File: config.mk
export PLATFORM = sky130hd
export DESIGN_NAME = dcache_axi_bridge_flat
export DESIGN_NICKNAME = d
export VERILOG_FILES = /design/src/rtl/dcache_axi_bridge_if.sv /design/src/rtl/dcache_axi_bridge.sv /design/src/flat_wrapper.sv
export SDC_FILE = /design/constraint.sdc
export NUM_CORES = 1
export LEC_CHECK = 0
export ABC_CLOCK_PERIOD_IN_PS = 1700
export BUFFER_PORTS_ARGS = -buffer_cell sky130_fd_sc_hd__buf_4
export CORE_MARGIN = 4
export CORE_UTILIZATION = 32
export CTS_CLUSTER_DIAMETER = 200
export DETAILED_ROUTE_END_ITERATION = 6
export PLACE_DENSITY = 0.69
export SLEW_MARGIN = 20
export SYNTH_ARGS = -nofsm -noshare
export SYNTH_HDL_FRONTEND = slang
export SYNTH_SLANG_ARGS = --single-unit
File: constraint.sdc
create_clock -name clk -period 1.7 [get_ports clk]
set_input_delay 0.34 -clock clk [delete_from_list [all_inputs] [get_ports clk]]
set_output_delay 0.34 -clock clk [all_outputs]
set_load 0.01 [all_outputs]
File: src/rtl/dcache_axi_bridge_if.sv
// dcache_axi_bridge_if: data-cache refill/writeback port bundled with the
// five AXI4 channels that the bridge drives towards the SoC crossbar.
// Ports (signals):
//   cache side : c_req, c_wen, c_addr, c_wdata -> bridge;
//                c_addr_ok, c_data_ok, c_rdata, c_wlast <- bridge
//   AXI side   : AR/R/AW/W/B channel signals, AXI4 naming
//   optional   : c_uncached, c_size (only with DCACHE_BRIDGE_UNCACHED_EN)
// Modports: master = bridge view, slave = cache + crossbar view.
interface dcache_axi_bridge_if #(
    parameter int ADDR_WIDTH = 32
);
    logic                  c_req;
    logic                  c_wen;
    logic [ADDR_WIDTH-1:0] c_addr;
    logic [31:0]           c_wdata;
    logic                  c_addr_ok;
    logic                  c_data_ok;
    logic [31:0]           c_rdata;
    logic                  c_wlast;
`ifdef DCACHE_BRIDGE_UNCACHED_EN
    logic                  c_uncached;
    logic [1:0]            c_size;
`endif

    logic [3:0]            arid;
    logic [ADDR_WIDTH-1:0] araddr;
    logic [7:0]            arlen;
    logic [2:0]            arsize;
    logic [1:0]            arburst;
    logic                  arvalid;
    logic                  arready;

    logic [3:0]            rid;
    logic [31:0]           rdata;
    logic [1:0]            rresp;
    logic                  rlast;
    logic                  rvalid;
    logic                  rready;

    logic [3:0]            awid;
    logic [ADDR_WIDTH-1:0] awaddr;
    logic [7:0]            awlen;
    logic [2:0]            awsize;
    logic [1:0]            awburst;
    logic                  awvalid;
    logic                  awready;

    logic [31:0]           wdata;
    logic [3:0]            wstrb;
    logic                  wlast;
    logic                  wvalid;
    logic                  wready;

    logic [1:0]            bresp;
    logic                  bvalid;
    logic                  bready;

    modport master (
        input  c_req, c_wen, c_addr, c_wdata,
`ifdef DCACHE_BRIDGE_UNCACHED_EN
        input  c_uncached, c_size,
`endif
        output c_addr_ok, c_data_ok, c_rdata, c_wlast,
        output arid, araddr, arlen, arsize, arburst, arvalid,
        input  arready,
        input  rid, rdata, rresp, rlast, rvalid,
        output rready,
        output awid, awaddr, awlen, awsize, awburst, awvalid,
        input  awready,
        output wdata, wstrb, wlast, wvalid,
        input  wready,
        input  bresp, bvalid,
        output bready
    );

    modport slave (
        output c_req, c_wen, c_addr, c_wdata,
`ifdef DCACHE_BRIDGE_UNCACHED_EN
        output c_uncached, c_size,
`endif
        input  c_addr_ok, c_data_ok, c_rdata, c_wlast,
        input  arid, araddr, arlen, arsize, arburst, arvalid,
        output arready,
        output rid, rdata, rresp, rlast, rvalid,
        input  rready,
        input  awid, awaddr, awlen, awsize, awburst, awvalid,
        output awready,
        input  wdata, wstrb, wlast, wvalid,
        output wready,
        output bresp, bvalid,
        input  bready
    );
endinterface

File: src/rtl/dcache_axi_bridge.sv
// dcache_axi_bridge: turns data-cache line refills / dirty writebacks into
// AXI4 INCR bursts (refill = LINE_WORD-beat read, writeback = LINE_WORD-beat
// write + B). One transaction in flight; per-beat cache acks are pulses.
// Ports: clk, rst (sync, active-high), bus (dcache_axi_bridge_if.master).
// Optional: `define DCACHE_BRIDGE_UNCACHED_EN adds single-beat uncached
// accesses sized by c_size with byte strobes from c_addr[1:0].
module dcache_axi_bridge #(
    parameter int         LINE_WORD  = 8,
    parameter logic [3:0] AXI_ID     = 4'b0001,
    parameter int         ADDR_WIDTH = 32
) (
    input  logic                clk,
    input  logic                rst,
    dcache_axi_bridge_if.master bus
);

    localparam int            CW  = $clog2(LINE_WORD) + 1;
    localparam int            OFF = $clog2(LINE_WORD) + 2;
    localparam logic [CW-1:0] NW  = CW'(LINE_WORD);
    localparam logic [7:0]    LEN = 8'(LINE_WORD - 1);

    typedef enum logic [2:0] {
        IDLE,
        AR,
        R,
        AW,
        W,
        B
    } state_t;

    state_t                state_q, state_d;
    logic [CW-1:0]         cnt_q, cnt_d;
    logic [ADDR_WIDTH-1:0] addr_q, addr_d;
    logic [31:0]           wdata_q, wdata_d;
    logic                  wvalid_q, wvalid_d;
    logic                  wlast_q, wlast_d;

    logic                  start;
    logic                  pull;
    logic                  last_word;
    logic                  w_fire;
    logic [CW-1:0]         nwords;
    logic [7:0]            len;
    logic [2:0]            size;
    logic [3:0]            strb;
    logic [ADDR_WIDTH-1:0] req_addr;
    logic [ADDR_WIDTH-1:0] line_addr;

    assign line_addr = {bus.c_addr[ADDR_WIDTH-1:OFF], {OFF{1'b0}}};

`ifdef DCACHE_BRIDGE_UNCACHED_EN
    logic       uc_q;
    logic [1:0] sz_q;

    always_ff @(posedge clk) begin
        if (rst) begin
            uc_q <= 1'b0;
            sz_q <= 2'b00;
        end else if (start) begin
            uc_q <= bus.c_uncached;
            sz_q <= bus.c_size;
        end
    end

    // uncached accesses keep their byte address; strobes follow it
    assign req_addr = bus.c_uncached ? bus.c_addr : line_addr;
    assign nwords   = uc_q ? CW'(1) : NW;
    assign len      = uc_q ? 8'd0 : LEN;
    assign size     = uc_q ? {1'b0, sz_q} : 3'b010;

    always_comb begin
        strb = 4'hF;
        if (uc_q) begin
            case (sz_q)
                2'd0:    strb = 4'b0001 << addr_q[1:0];
                2'd1:    strb = 4'b0011 << addr_q[1:0];
                default: strb = 4'hF;
            endcase
        end
    end
`else
    logic unused_lo;

    assign unused_lo = &{1'b0, bus.c_addr[OFF-1:0]};
    assign req_addr  = line_addr;
    assign nwords    = NW;
    assign len       = LEN;
    assign size      = 3'b010;
    assign strb      = 4'hF;
`endif

    logic unused_ok;

    assign unused_ok = &{1'b0, bus.rid, bus.rresp, bus.bresp};

    assign start     = (state_q == IDLE) && bus.c_req;
    assign w_fire    = wvalid_q && bus.wready;
    // holding register can take a word when empty or draining this cycle
    assign pull      = (state_q == W) && (!wvalid_q || bus.wready)
                       && (cnt_q < nwords);
    assign last_word = (cnt_q == nwords - CW'(1));

    // state register
    always_ff @(posedge clk) begin
        if (rst) begin
            state_q <= IDLE;
        end else begin
            state_q <= state_d;
        end
    end

    // next-state logic
    always_comb begin
        state_d = state_q;
        unique case (state_q)
            IDLE: if (bus.c_req) state_d = bus.c_wen ? AW : AR;
            AR:   if (bus.arready) state_d = R;
            R:    if (bus.rvalid && bus.rlast) state_d = IDLE;
            AW:   if (bus.awready) state_d = W;
            W:    if (w_fire && wlast_q) state_d = B;
            B:    if (bus.bvalid) state_d = IDLE;
            default: state_d = IDLE;
        endcase
    end

    // datapath registers
    always_ff @(posedge clk) begin
        if (rst) begin
            cnt_q    <= '0;
            addr_q   <= '0;
            wdata_q  <= '0;
            wvalid_q <= 1'b0;
            wlast_q  <= 1'b0;
        end else begin
            cnt_q    <= cnt_d;
            addr_q   <= addr_d;
            wdata_q  <= wdata_d;
            wvalid_q <= wvalid_d;
            wlast_q  <= wlast_d;
        end
    end

    always_comb begin
        cnt_d    = cnt_q;
        addr_d   = addr_q;
        wdata_d  = wdata_q;
        wvalid_d = wvalid_q;
        wlast_d  = wlast_q;
        if (start) begin
            addr_d = req_addr;
        end
        unique case (state_q)
            IDLE: cnt_d = '0;
            R: begin
                // the burst ends on rlast only, whatever the count says
                if (bus.rvalid) begin
                    cnt_d = bus.rlast ? '0 : cnt_q + CW'(1);
                end
            end
            W: begin
                if (w_fire) begin
                    wvalid_d = 1'b0;
                    wlast_d  = 1'b0;
                end
                if (pull) begin
                    cnt_d    = cnt_q + CW'(1);
                    wdata_d  = bus.c_wdata;
                    wvalid_d = 1'b1;
                    wlast_d  = last_word;
                end
            end
            B: if (bus.bvalid) cnt_d = '0;
            default: cnt_d = cnt_q;
        endcase
    end

    // outputs
    always_comb begin
        bus.arvalid   = 1'b0;
        bus.rready    = 1'b0;
        bus.awvalid   = 1'b0;
        bus.bready    = 1'b0;
        bus.c_addr_ok = 1'b0;
        bus.c_data_ok = 1'b0;
        bus.c_wlast   = 1'b0;
        bus.c_rdata   = '0;
        unique case (state_q)
            AR: begin
                bus.arvalid   = 1'b1;
                bus.c_addr_ok = bus.arready;
            end
            R: begin
                bus.rready    = 1'b1;
                bus.c_data_ok = bus.rvalid;
                bus.c_rdata   = bus.rvalid ? bus.rdata : '0;
                bus.c_wlast   = bus.rvalid && bus.rlast;
            end
            AW: begin
                bus.awvalid   = 1'b1;
                bus.c_addr_ok = bus.awready;
            end
            W: begin
                bus.c_data_ok = pull;
                bus.c_wlast   = pull && last_word;
            end
            B: bus.bready = 1'b1;
            default: bus.bready = 1'b0;
        endcase
    end

    assign bus.arid    = AXI_ID;
    assign bus.araddr  = addr_q;
    assign bus.arlen   = len;
    assign bus.arsize  = size;
    assign bus.arburst = 2'b01;

    assign bus.awid    = AXI_ID;
    assign bus.awaddr  = addr_q;
    assign bus.awlen   = len;
    assign bus.awsize  = size;
    assign bus.awburst = 2'b01;

    assign bus.wdata   = wdata_q;
    assign bus.wstrb   = strb;
    assign bus.wlast   = wlast_q;
    assign bus.wvalid  = wvalid_q;

endmodule

File: src/flat_wrapper.sv
// flat-port wrapper written by rule: the top's interface ports become plain ports
module dcache_axi_bridge_flat 
#(
    parameter int         LINE_WORD  = 8,
    parameter logic [3:0] AXI_ID     = 4'b0001,
    parameter int         ADDR_WIDTH = 32
)
  (clk, rst, bus_c_req, bus_c_wen, bus_c_addr, bus_c_wdata, bus_c_addr_ok, bus_c_data_ok, bus_c_rdata, bus_c_wlast, bus_arid, bus_araddr, bus_arlen, bus_arsize, bus_arburst, bus_arvalid, bus_arready, bus_rid, bus_rdata, bus_rresp, bus_rlast, bus_rvalid, bus_rready, bus_awid, bus_awaddr, bus_awlen, bus_awsize, bus_awburst, bus_awvalid, bus_awready, bus_wdata, bus_wstrb, bus_wlast, bus_wvalid, bus_wready, bus_bresp, bus_bvalid, bus_bready);
  dcache_axi_bridge_if #(.ADDR_WIDTH(ADDR_WIDTH)) bus_i ();
  input  logic clk;
  input  logic rst;
  input wire logic [$bits(bus_i.c_req)-1:0] bus_c_req;
  input wire logic [$bits(bus_i.c_wen)-1:0] bus_c_wen;
  input wire logic [$bits(bus_i.c_addr)-1:0] bus_c_addr;
  input wire logic [$bits(bus_i.c_wdata)-1:0] bus_c_wdata;
  output wire logic [$bits(bus_i.c_addr_ok)-1:0] bus_c_addr_ok;
  output wire logic [$bits(bus_i.c_data_ok)-1:0] bus_c_data_ok;
  output wire logic [$bits(bus_i.c_rdata)-1:0] bus_c_rdata;
  output wire logic [$bits(bus_i.c_wlast)-1:0] bus_c_wlast;
  output wire logic [$bits(bus_i.arid)-1:0] bus_arid;
  output wire logic [$bits(bus_i.araddr)-1:0] bus_araddr;
  output wire logic [$bits(bus_i.arlen)-1:0] bus_arlen;
  output wire logic [$bits(bus_i.arsize)-1:0] bus_arsize;
  output wire logic [$bits(bus_i.arburst)-1:0] bus_arburst;
  output wire logic [$bits(bus_i.arvalid)-1:0] bus_arvalid;
  input wire logic [$bits(bus_i.arready)-1:0] bus_arready;
  input wire logic [$bits(bus_i.rid)-1:0] bus_rid;
  input wire logic [$bits(bus_i.rdata)-1:0] bus_rdata;
  input wire logic [$bits(bus_i.rresp)-1:0] bus_rresp;
  input wire logic [$bits(bus_i.rlast)-1:0] bus_rlast;
  input wire logic [$bits(bus_i.rvalid)-1:0] bus_rvalid;
  output wire logic [$bits(bus_i.rready)-1:0] bus_rready;
  output wire logic [$bits(bus_i.awid)-1:0] bus_awid;
  output wire logic [$bits(bus_i.awaddr)-1:0] bus_awaddr;
  output wire logic [$bits(bus_i.awlen)-1:0] bus_awlen;
  output wire logic [$bits(bus_i.awsize)-1:0] bus_awsize;
  output wire logic [$bits(bus_i.awburst)-1:0] bus_awburst;
  output wire logic [$bits(bus_i.awvalid)-1:0] bus_awvalid;
  input wire logic [$bits(bus_i.awready)-1:0] bus_awready;
  output wire logic [$bits(bus_i.wdata)-1:0] bus_wdata;
  output wire logic [$bits(bus_i.wstrb)-1:0] bus_wstrb;
  output wire logic [$bits(bus_i.wlast)-1:0] bus_wlast;
  output wire logic [$bits(bus_i.wvalid)-1:0] bus_wvalid;
  input wire logic [$bits(bus_i.wready)-1:0] bus_wready;
  input wire logic [$bits(bus_i.bresp)-1:0] bus_bresp;
  input wire logic [$bits(bus_i.bvalid)-1:0] bus_bvalid;
  output wire logic [$bits(bus_i.bready)-1:0] bus_bready;
  assign bus_i.c_req = bus_c_req;
  assign bus_i.c_wen = bus_c_wen;
  assign bus_i.c_addr = bus_c_addr;
  assign bus_i.c_wdata = bus_c_wdata;
  assign bus_c_addr_ok = bus_i.c_addr_ok;
  assign bus_c_data_ok = bus_i.c_data_ok;
  assign bus_c_rdata = bus_i.c_rdata;
  assign bus_c_wlast = bus_i.c_wlast;
  assign bus_arid = bus_i.arid;
  assign bus_araddr = bus_i.araddr;
  assign bus_arlen = bus_i.arlen;
  assign bus_arsize = bus_i.arsize;
  assign bus_arburst = bus_i.arburst;
  assign bus_arvalid = bus_i.arvalid;
  assign bus_i.arready = bus_arready;
  assign bus_i.rid = bus_rid;
  assign bus_i.rdata = bus_rdata;
  assign bus_i.rresp = bus_rresp;
  assign bus_i.rlast = bus_rlast;
  assign bus_i.rvalid = bus_rvalid;
  assign bus_rready = bus_i.rready;
  assign bus_awid = bus_i.awid;
  assign bus_awaddr = bus_i.awaddr;
  assign bus_awlen = bus_i.awlen;
  assign bus_awsize = bus_i.awsize;
  assign bus_awburst = bus_i.awburst;
  assign bus_awvalid = bus_i.awvalid;
  assign bus_i.awready = bus_awready;
  assign bus_wdata = bus_i.wdata;
  assign bus_wstrb = bus_i.wstrb;
  assign bus_wlast = bus_i.wlast;
  assign bus_wvalid = bus_i.wvalid;
  assign bus_i.wready = bus_wready;
  assign bus_i.bresp = bus_bresp;
  assign bus_i.bvalid = bus_bvalid;
  assign bus_bready = bus_i.bready;
  dcache_axi_bridge #(.LINE_WORD(LINE_WORD), .AXI_ID(AXI_ID), .ADDR_WIDTH(ADDR_WIDTH)) u_core (.clk(clk), .rst(rst), .bus(bus_i));
endmodule
==> results of run 1 <==
layer usage:
layer,share of wire (%),track usage [%]
met1,39,18.56
met2,50,26.42
met3,9.1,6.902
met4,1.5,5.028
met5,0,0
final timing paths:
check / from / to / slack [ps]
worst max-delay path: u_core.state_q[0]$_SDFFE_PP0P_ / bus_c_wlast / -220
worst min-delay path: bus_c_wdata[21] / u_core.bus.wdata[21]$_SDFFE_PP0P_ / 240
worst min register to register: u_core.bus.wdata[28]$_SDFFE_PP0P_ / u_core.bus.wdata[28]$_SDFFE_PP0P_ / 460
worst max register to register: u_core.state_q[0]$_SDFFE_PP0P_ / u_core.bus.wdata[11]$_SDFFE_PP0P_ / -120
cells in the mapped netlist (all sizes together) (2+ instances only):
library cell | n | share of area [%]
nor2 | 10 | 1.1
o21ai | 4 | 0.59
nand2 | 127 | 14
or2 | 2 | 0.37
inv | 3 | 0.33
nand3 | 7 | 1.0
nor2b | 2 | 0.37
a211oi | 3 | 0.81
o211ai | 2 | 0.44
and2 | 33 | 6.0
a21oi | 65 | 9.5
clkbuf | 13 | 1.4
nand3b | 2 | 0.44
nand2b | 2 | 0.37
dfxtp | 68 | 40
buf | 88 | 19
a31oi | 2 | 0.37
conb | 2 | 0.22
sequential cells by signal (all words and copies together) (netlist names):
signal and flops:
u_core.state_q 3, u_core.bus.wvalid 1, u_core.bus.araddr 27, u_core.cnt_q 4, u_core.bus.wdata 32, u_core.bus.wlast 1
stage by stage:
step	worst slack, ps	std cells
4_1_cts	-318.8	793
2_1_floorplan	-47.63	496
5_1_grt	-328.4	801
3_3_place_gp	71.01	771
6_report	-225.0	801
3_5_place_dp	25.72	771
cell families (layout without fill, tap and decap cells):
group | after synthesis | in the layout | synth area share, %
flip-flops | 68 | 68 | 39.82
AND/OR/NAND/NOR | 190 | 190 | 24.96
buffers and inverters | 104 | 273 | 20.61
AO/OA/AOI/OAI | 84 | 84 | 13.73
multiplexers | 1 | 1 | 0.2928
adder cells (fa/ha/maj) | 1 | 1 | 0.3660
other | 2 | 48 | 0.2197
critical path, cell delays in order (launching register included):
cell                       delay [ps]
sky130_fd_sc_hd__dfxtp_2          340
sky130_fd_sc_hd__or3b_4           410
sky130_fd_sc_hd__a211oi_4         220
sky130_fd_sc_hd__nand3_2          120
sky130_fd_sc_hd__nand2_2           70
sky130_fd_sc_hd__buf_6            100
power groups by stage:
stage               sequential [W]  combinational, W  clock (W)
floorplan                  0.00180          0.000562          0
global placement           0.00177          0.000976          0
detailed placement         0.00177          0.000987          0
CTS                        0.00174           0.00104    0.00144
global route               0.00175           0.00118    0.00152
finish                     0.00174           0.00109    0.00137
cells in the final DEF, fill, tap and decap left out, types with 4 or more instances in the layout:
master                      synthesis  layout
sky130_fd_sc_hd__buf_4             77     240
sky130_fd_sc_hd__nand2_1          127     125
sky130_fd_sc_hd__dfxtp_1           68      65
sky130_fd_sc_hd__a21oi_1           65      64
sky130_fd_sc_hd__conb_1             2      48
sky130_fd_sc_hd__and2_1            33      33
sky130_fd_sc_hd__clkbuf_8           0      11
sky130_fd_sc_hd__nor2_1            10       8
sky130_fd_sc_hd__nand3_1            7       5
sky130_fd_sc_hd__clkbuf_16          0       5
sky130_fd_sc_hd__buf_6              2       5
sky130_fd_sc_hd__o21ai_0            4       4
timing repair:
| action | 4_1_cts | 5_1_grt |
|---|---|---|
| resized for setup | 11 | 14 |
| hold buffers | 0 | 0 |
| setup buffers | 5 | 4 |
| endpoints found under the setup margin | 36 | 73 |
| pin swaps | 4 | 4 |
| endpoints found under the hold margin | 0 | 0 |
| gates cloned | 1 | 5 |
area by class of cell:
type	count	area (um^2)	area share, %
Sequential cell	68	1365	25.10
Clock inverter	5	58.81	1.081
Clock buffer	11	151.4	2.784
Timing Repair Buffer	254	2076	38.16
Multi-Input combinational cell	324	1607	29.54
Inverter	3	11.26	0.2070
Tap cell	136	170.2	3.129
==> reports/metrics.sh, run 1 <==
SEQPWRFRAC_PCT=41.4
STARTING_DENSITY_OF_THE_CORE_PCT=32.96
FINISH.NET_COUNT=775
INITIALDRTVIOLATIONCOUNT=238
TIMING.CRITICAL_PATH.TO_TYPE='output pin'
MAX-VDD-IR-DROP_mV=0.3563
YOSYSSEQAREASHARE_PCT=39.82
PORT_BUFFERS=227
SETUP_VIOL=68
ANTENNA_CELLS_INSERTED=0
PATH_MAX_FANOUT=4
CTS_NUM_SINKS=68
POWER.INTERNAL_W=0.002995
SHARE_CLK_OF_TOTAL_POWER_PCT=32.7
MAX-CLOCK-PATH-BUFFERS=2
GR_USAGE_TOTAL_PCT=15.91
GRT.OVERFLOW.TOTAL=0
NUMBER_OF_INSTANCES_IN_THE_SYNTHESIZED_NETLIST=450
FINAL.PERIOD_UTILIZATION_PCT=113.2
YOSYS_WARN_COUNT=0
MAXIMUM_NUMBER_OF_PINS_ON_ONE_NET_BEFORE_GLOBAL_ROUTE_REPAIR=40
WORSTSKEWPAIRLATENCY_PS=330
DPL_CELL_AREA_UM2=4920
SYNTH_CELL_TYPES=37
POWER_DENSITY_nW_PER_UM2=772.2
NETSWITCHINGFRACTION_PCT=28.70
CRIT_REQUIRED_PS=1360
CORE_AREA_UM2=10370
POWER.SWITCHING_W=0.001205
POSTSYNTH.ASYNCRESETSHARE_PCT=0
YS_SEQ_ELEMENTS=68
SYN-MEAN-INSTANCE-AREA_UM2=7.596
HOLD_WS_PS=243.8
SLEW_WORST_PIN_PS=609.3
POSTLAYOUTCELLAREA_UM2=5439
FIN_WORST_SKEW_PS=8.570
FINAL_UTIL_PCT=52.45
MAXSLEWVIOLCOUNT=0
HPWLAFTERDP_MM=8.054
WIRE_PER_INST_UM=13.94
TRITONCTS.NUM_BUFFERS=9
ROWS=37
INITIAL_ANTENNA_VIOLATION_COUNT=0
FINAL-HOLD-VIOLATION-COUNT=0
TOTALPOWERFINAL_W=0.004200
CTS-HTREE-LEVELS=3
ROUTE.FINAL.WIRE_LENGTH_MM=11.16
CRITICAL_PATH_ARRIVAL_PS=1580
FINALWORSTSETUPSLACK_PS=-225.0
FLOORPLAN.DIE_AREA_UM2=12400
VIAS=3541
GRT_SETUP_UNREPAIRED='true'
DRCVIOLATIONCOUNT=0
CLOCK_TREE.ROOT_CELL='sky130_fd_sc_hd__clkbuf_8'
CP-START-KIND='flip-flop'
WEIGHTED_CONGESTION_AT_THE_END_OF_ROUTABILITY_DRIVEN_GLOBAL_PLACEMENT=0.8143
POWER_FRAC_COMB_PCT=25.9
PORTS_PLACED_ON_THE_BOUNDARY=289
FIRST_PASS_GRT_WIRE_LENGTH_MM=16.35
CTS.REPORTEDPATHS.CLKPINSLEW_PS=80
WORSTREGTOREGCELLS=7
OUTCOME='finished, violations left'
SETUP_TNS_PS=-7560
YS_DOMINANT_REG_CELL='sky130_fd_sc_hd__dfxtp_1'
FINAL_PERIOD_DEMAND_OF_THE_WORST_PATH_PS=1925
LAYOUT-AREA-OVERHEAD-VS-SYNTH_PCT=59.11
MIN-DELAY-PATH-CLASS='in -> reg'
DETAILEDROUTE.FIRSTPASSITERATIONCOUNT=6
DIE_WIDTH_UM=111.4
DRIVE_ABOVE_1_SHARE_PCT=43.76
VIOLATIONS_IN_THE_FINAL_REPORTS='negative setup slack'
TRITONCTS='built'
MAX_FREQ_MHz=519.5
SLEW_HR_PCT=58.33
HOLD_DEPTH=3
CRITICAL_PATH_CLASS='reg -> out'
ANT_NETS=0
FIRST_GLOBAL_VIAS=3190
SYN_AREA_UM2=3418
DRV_CAP=0
CHIPHEIGHT_UM=111.4
LEAKAGE_nW=2.582
FILLERS=1034
AVGVIACOUNTPERCELL=4.421
SYNTH-EDFF-COUNT=0
Power figures use the tool's default switching activity.
==> run 2: changes to the inputs <==
- ABC_AREA: not set -> 1
- PLACE_DENSITY: 0.69 -> 0.67
==> reports/metrics.sh, run 2 <==
FINAL.PERIOD_UTILIZATION_PCT=102.3  # -11 points
INITIAL_ANTENNA_VIOLATION_COUNT=0  # unchanged
YOSYS-TOP-CELLS-COUNT='sky130_fd_sc_hd__nor2_1 (82), sky130_fd_sc_hd__buf_4 (77), sky130_fd_sc_hd__dfxtp_1 (68)'
YS_DOMINANT_REG_CELL='sky130_fd_sc_hd__dfxtp_1'
CTS_NUM_SINKS=68  # unchanged
WORST_HOLD_STARTPOINT='rst'
HOLD_DEPTH=2  # -1
MAXIMUM_NUMBER_OF_PINS_ON_ONE_NET_BEFORE_GLOBAL_ROUTE_REPAIR=45  # +13%
SETUP_VIOL=2  # -97%
FINISH.NET_COUNT=839  # +8.3%
FILLERS=1039  # +0.48%
CTS-HTREE-LEVELS=3  # unchanged
TIMING.CRITICAL_PATH.TO_TYPE='output pin'
DETAILEDROUTE.FIRSTPASSITERATIONCOUNT=4  # -2
R2R_SLACK_PS=250  # +370 ps
CHIPHEIGHT_UM=115.5  # +3.7%
MAXSLEWVIOLCOUNT=0  # unchanged
OUTCOME='finished, violations left'
WIRE_PER_INST_UM=12.29  # -12%
AVGVIACOUNTPERCELL=4.283  # -3.1%
POST-SYNTH-TOP-COUNT-CELL='sky130_fd_sc_hd__nor2_1'
PORTS_PLACED_ON_THE_BOUNDARY=289  # unchanged
NUMBER_OF_INSTANCES_IN_THE_SYNTHESIZED_NETLIST=517  # +15%
FLOORPLAN.DIE_AREA_UM2=13340  # +7.6%
FIRST_GLOBAL_VIAS=3355  # +5.2%
GRT.OVERFLOW.TOTAL=0  # unchanged
WEIGHTED_CONGESTION_AT_THE_END_OF_ROUTABILITY_DRIVEN_GLOBAL_PLACEMENT=0.8478  # +4.1%
POSTSYNTH.ASYNCRESETSHARE_PCT=0  # unchanged
DPL_CELL_AREA_UM2=5165  # +5.0%
ROUTE.FINAL.WIRE_LENGTH_MM=10.66  # -4.5%
YS_SEQ_ELEMENTS=68  # unchanged
SYN-MEAN-INSTANCE-AREA_UM2=7.151  # -5.9%
DRCVIOLATIONCOUNT=0  # unchanged
INSTANCES_NO_FILL=867  # +8.2%
HPWLAFTERDP_MM=8.195  # +1.8%
SYNTH-EDFF-COUNT=0  # unchanged
FIN_WORST_SKEW_PS=5.670  # -2.900 ps
CRITICAL_PATH_CLASS='reg -> out'
CTS.REPORTEDPATHS.CLKPINSLEW_PS=50  # -30 ps
SYN_AREA_UM2=3697  # +8.2%
ANTENNA_CELLS_INSERTED=0  # unchanged
CRITICAL_PATH_ARRIVAL_PS=1400  # -180 ps
SYNTHTOPCELLSBYAREA='sky130_fd_sc_hd__dfxtp_1 (37%), sky130_fd_sc_hd__buf_4 (16%), sky130_fd_sc_hd__nor2_1 (8.3%), sky130_fd_sc_hd__o21ai_0 (7.0%), sky130_fd_sc_hd__nand2_1 (5.7%)'
DRV_CAP=0  # unchanged
MAX-VDD-IR-DROP_mV=0.7985  # +120%
TRITONCTS='built'
VIAS=3713  # +4.9%
CP-START-KIND='flip-flop'
SYNTH_CELL_TYPES=30  # -19%
LEAKAGE_nW=2.865  # +11%
CLOCK_TREE.ROOT_CELL='sky130_fd_sc_hd__clkbuf_16'
SYNTHDOMINANTCELLAREASHARE_PCT=36.82  # -3.0 points
CRIT_REQUIRED_PS=1360  # about the same
PATH_MAX_FANOUT=5  # +1
FINAL_COMMON_CELL='sky130_fd_sc_hd__buf_4'
POWER_DENSITY_nW_PER_UM2=1485  # +92%
FINAL_PERIOD_DEMAND_OF_THE_WORST_PATH_PS=1739  # -186.3 ps
PORT_BUFFERS=227  # unchanged
TIMING.RR.START='u_core.state_q[0]$_SDFFE_PP0P_'
FIRST_PASS_GRT_WIRE_LENGTH_MM=15.99  # -2.2%
LAYOUT-AREA-OVERHEAD-VS-SYNTH_PCT=50.73
WORSTREGTOREGCELLS=10  # +3
DIE_WIDTH_UM=115.5  # +3.7%
GRT_SETUP_UNREPAIRED='true'
FINAL-HOLD-VIOLATION-COUNT=0  # unchanged
STARTING_DENSITY_OF_THE_CORE_PCT=33.37  # +0.41 points
DRIVE_ABOVE_1_SHARE_PCT=43.74  # about the same
NUMBER_OF_INSTANCES_IN_THE_PLACED_DESIGN=841  # +9.1%
POSTLAYOUTCELLAREA_UM2=5573  # +2.5%
MIN-DELAY-PATH-CLASS='in -> reg'
CRITICAL_PATH.REG2REG.ENDPOINT='u_core.bus.wdata[9]$_SDFFE_PP0P_'
MAX_FREQ_MHz=575.2  # +11%
FINAL_CELL_MIX='sky130_fd_sc_hd__buf_4 (246), sky130_fd_sc_hd__nor2_1 (77), sky130_fd_sc_hd__dfxtp_1 (65)'
YOSYSSEQAREASHARE_PCT=36.82  # -3.0 points
TRITONCTS.NUM_BUFFERS=9  # unchanged
VIOLATIONS_IN_THE_FINAL_REPORTS='negative setup slack'
INITIALDRTVIOLATIONCOUNT=188  # -21%
MAX-CLOCK-PATH-BUFFERS=2  # unchanged
YOSYSTOPAREACELL='sky130_fd_sc_hd__dfxtp_1'
MULTI_INPUT_COMB_AREA_UM2=1634  # +1.7%
ROWS=38  # +2.7%
ANT_NETS=0  # unchanged
SEQUENTIAL_CELL_AREA_UM2=1373  # +0.55%
YOSYS_WARN_COUNT=0  # unchanged
WHS_ENDPOINT='u_core.bus.wvalid$_SDFFE_PP0P_'
LARGEST_REGISTER_FF_COUNT=32  # unchanged
CORE_AREA_UM2=11080  # +6.8%
HOLD_FIX_BUFFERS_CTS=0  # unchanged
WORSTSKEWPAIRLATENCY_PS=320  # about the same
FINALWORSTSETUPSLACK_PS=-38.66  # +186.3 ps
GR_USAGE_TOTAL_PCT=14.85  # -1.1 points
run 2: cell count changes in the layout (fill, tap and decap cells not counted), moves of 16 or more:
cell / delta
sky130_fd_sc_hd__a21oi_1: -32
sky130_fd_sc_hd__o21ai_0: +46
sky130_fd_sc_hd__o21ai_1: +16
sky130_fd_sc_hd__inv_1: +42
sky130_fd_sc_hd__nand2_1: -70
sky130_fd_sc_hd__nor2_2: +34
sky130_fd_sc_hd__and2_1: -33
sky130_fd_sc_hd__nor2_1: +69
run 2: what timing repair did:
| item | in CTS | in global routing |
|---|---|---|
| endpoints found under the setup margin | 37 | 36 |
| pin swaps | 3 | 4 |
| buffers inserted | 5 | 7 |
| resized for setup | 16 | 6 |
run 2: logic make-up after synthesis:
group / count (synthesis) / share of synthesized area [%]
adders and majority gates: 1 / 0.3384
and+or+nand+nor: 191 / 23.45
other: 2 / 0.2031
buffers and inverters: 150 / 24.57
xor gates and xnor gates: 1 / 0.2369
AOI/OAI and AO/OA: 104 / 14.38
DFF: 68 / 36.82
run 2: worst max-delay path by stage:
| stage | to | startpoint | slack, ps | cells after the start |
|---|---|---|---|---|
| 6_report | bus_c_wlast | u_core.state_q[0]$_SDFFE_PP0P_ | -40 | 8 |
| 5_1_grt | bus_c_wlast | u_core.state_q[0]$_SDFFE_PP0P_ | -140 | 8 |
| 4_1_cts | bus_c_wlast | u_core.state_q[1]$_SDFFE_PP0P_ | -100 | 8 |
| 3_5_place_dp | bus_c_wlast | u_core.state_q[0]$_SDFFE_PP0P_ | 140 | 8 |
| 3_3_place_gp | bus_c_wlast | u_core.state_q[0]$_SDFFE_PP0P_ | 160 | 8 |
| 2_1_floorplan | bus_c_data_ok | u_core.state_q[1]$_SDFFE_PP0P_ | 90 | 9 |
run 2: layer usage:
layer / global-route usage, % / routed length [um]
met1: 17.15 / 3995
met3: 5.222 / 1187
met5: 0 / 0
met4: 4.538 / 139
met2: 25.85 / 5334
run 2: critical path, cell delays in order (launching register included):
cell and delay [ps]:
sky130_fd_sc_hd__dfxtp_4 360, sky130_fd_sc_hd__nor2_4 130, sky130_fd_sc_hd__nand2_4 70, sky130_fd_sc_hd__inv_4 60, sky130_fd_sc_hd__nand2_4 60, sky130_fd_sc_hd__nor2_8 110
sky130_fd_sc_hd__nand3_2 90, sky130_fd_sc_hd__o21ai_2 70, sky130_fd_sc_hd__buf_6 110
run 2: where the power goes:
| part | internal [W] | leakage (nW) | switching, W |
|---|---|---|---|
| combinational | 0.00196 | 2.17 | 0.00218 |
| clock | 0.00100 | 0.131 | 0.000620 |
| sequential | 0.00212 | 0.559 | 0.000387 |
| total | 0.00508 | 2.87 | 0.00319 |
run 2: layout make-up:
type                       count  area share (%)
tap                          140           3.143
multi-input combinational    345           29.32
inverter                      47           3.256
clock buffer                  11           4.356
sequential                    68           24.63
timing repair buffer         253           35.02
clock inverter                 3          0.2694
run 2: per-stage QoR:
stage	setup TNS (ps)	power [W]	hold slack, ps	utilization (%)	setup WS (ps)
4_1_cts	-144.3	0.008272	179.5	49.65	-95.04
2_1_floorplan	0	0.004940	402.4	-	90.36
5_1_grt	-1972	0.008893	185.5	50.30	-135.1
6_report	-53.42	0.008273	196.4	50.30	-38.66
3_3_place_gp	0	0.006346	447.3	46.62	159.2
3_5_place_dp	0	0.006443	457.4	46.62	137.6
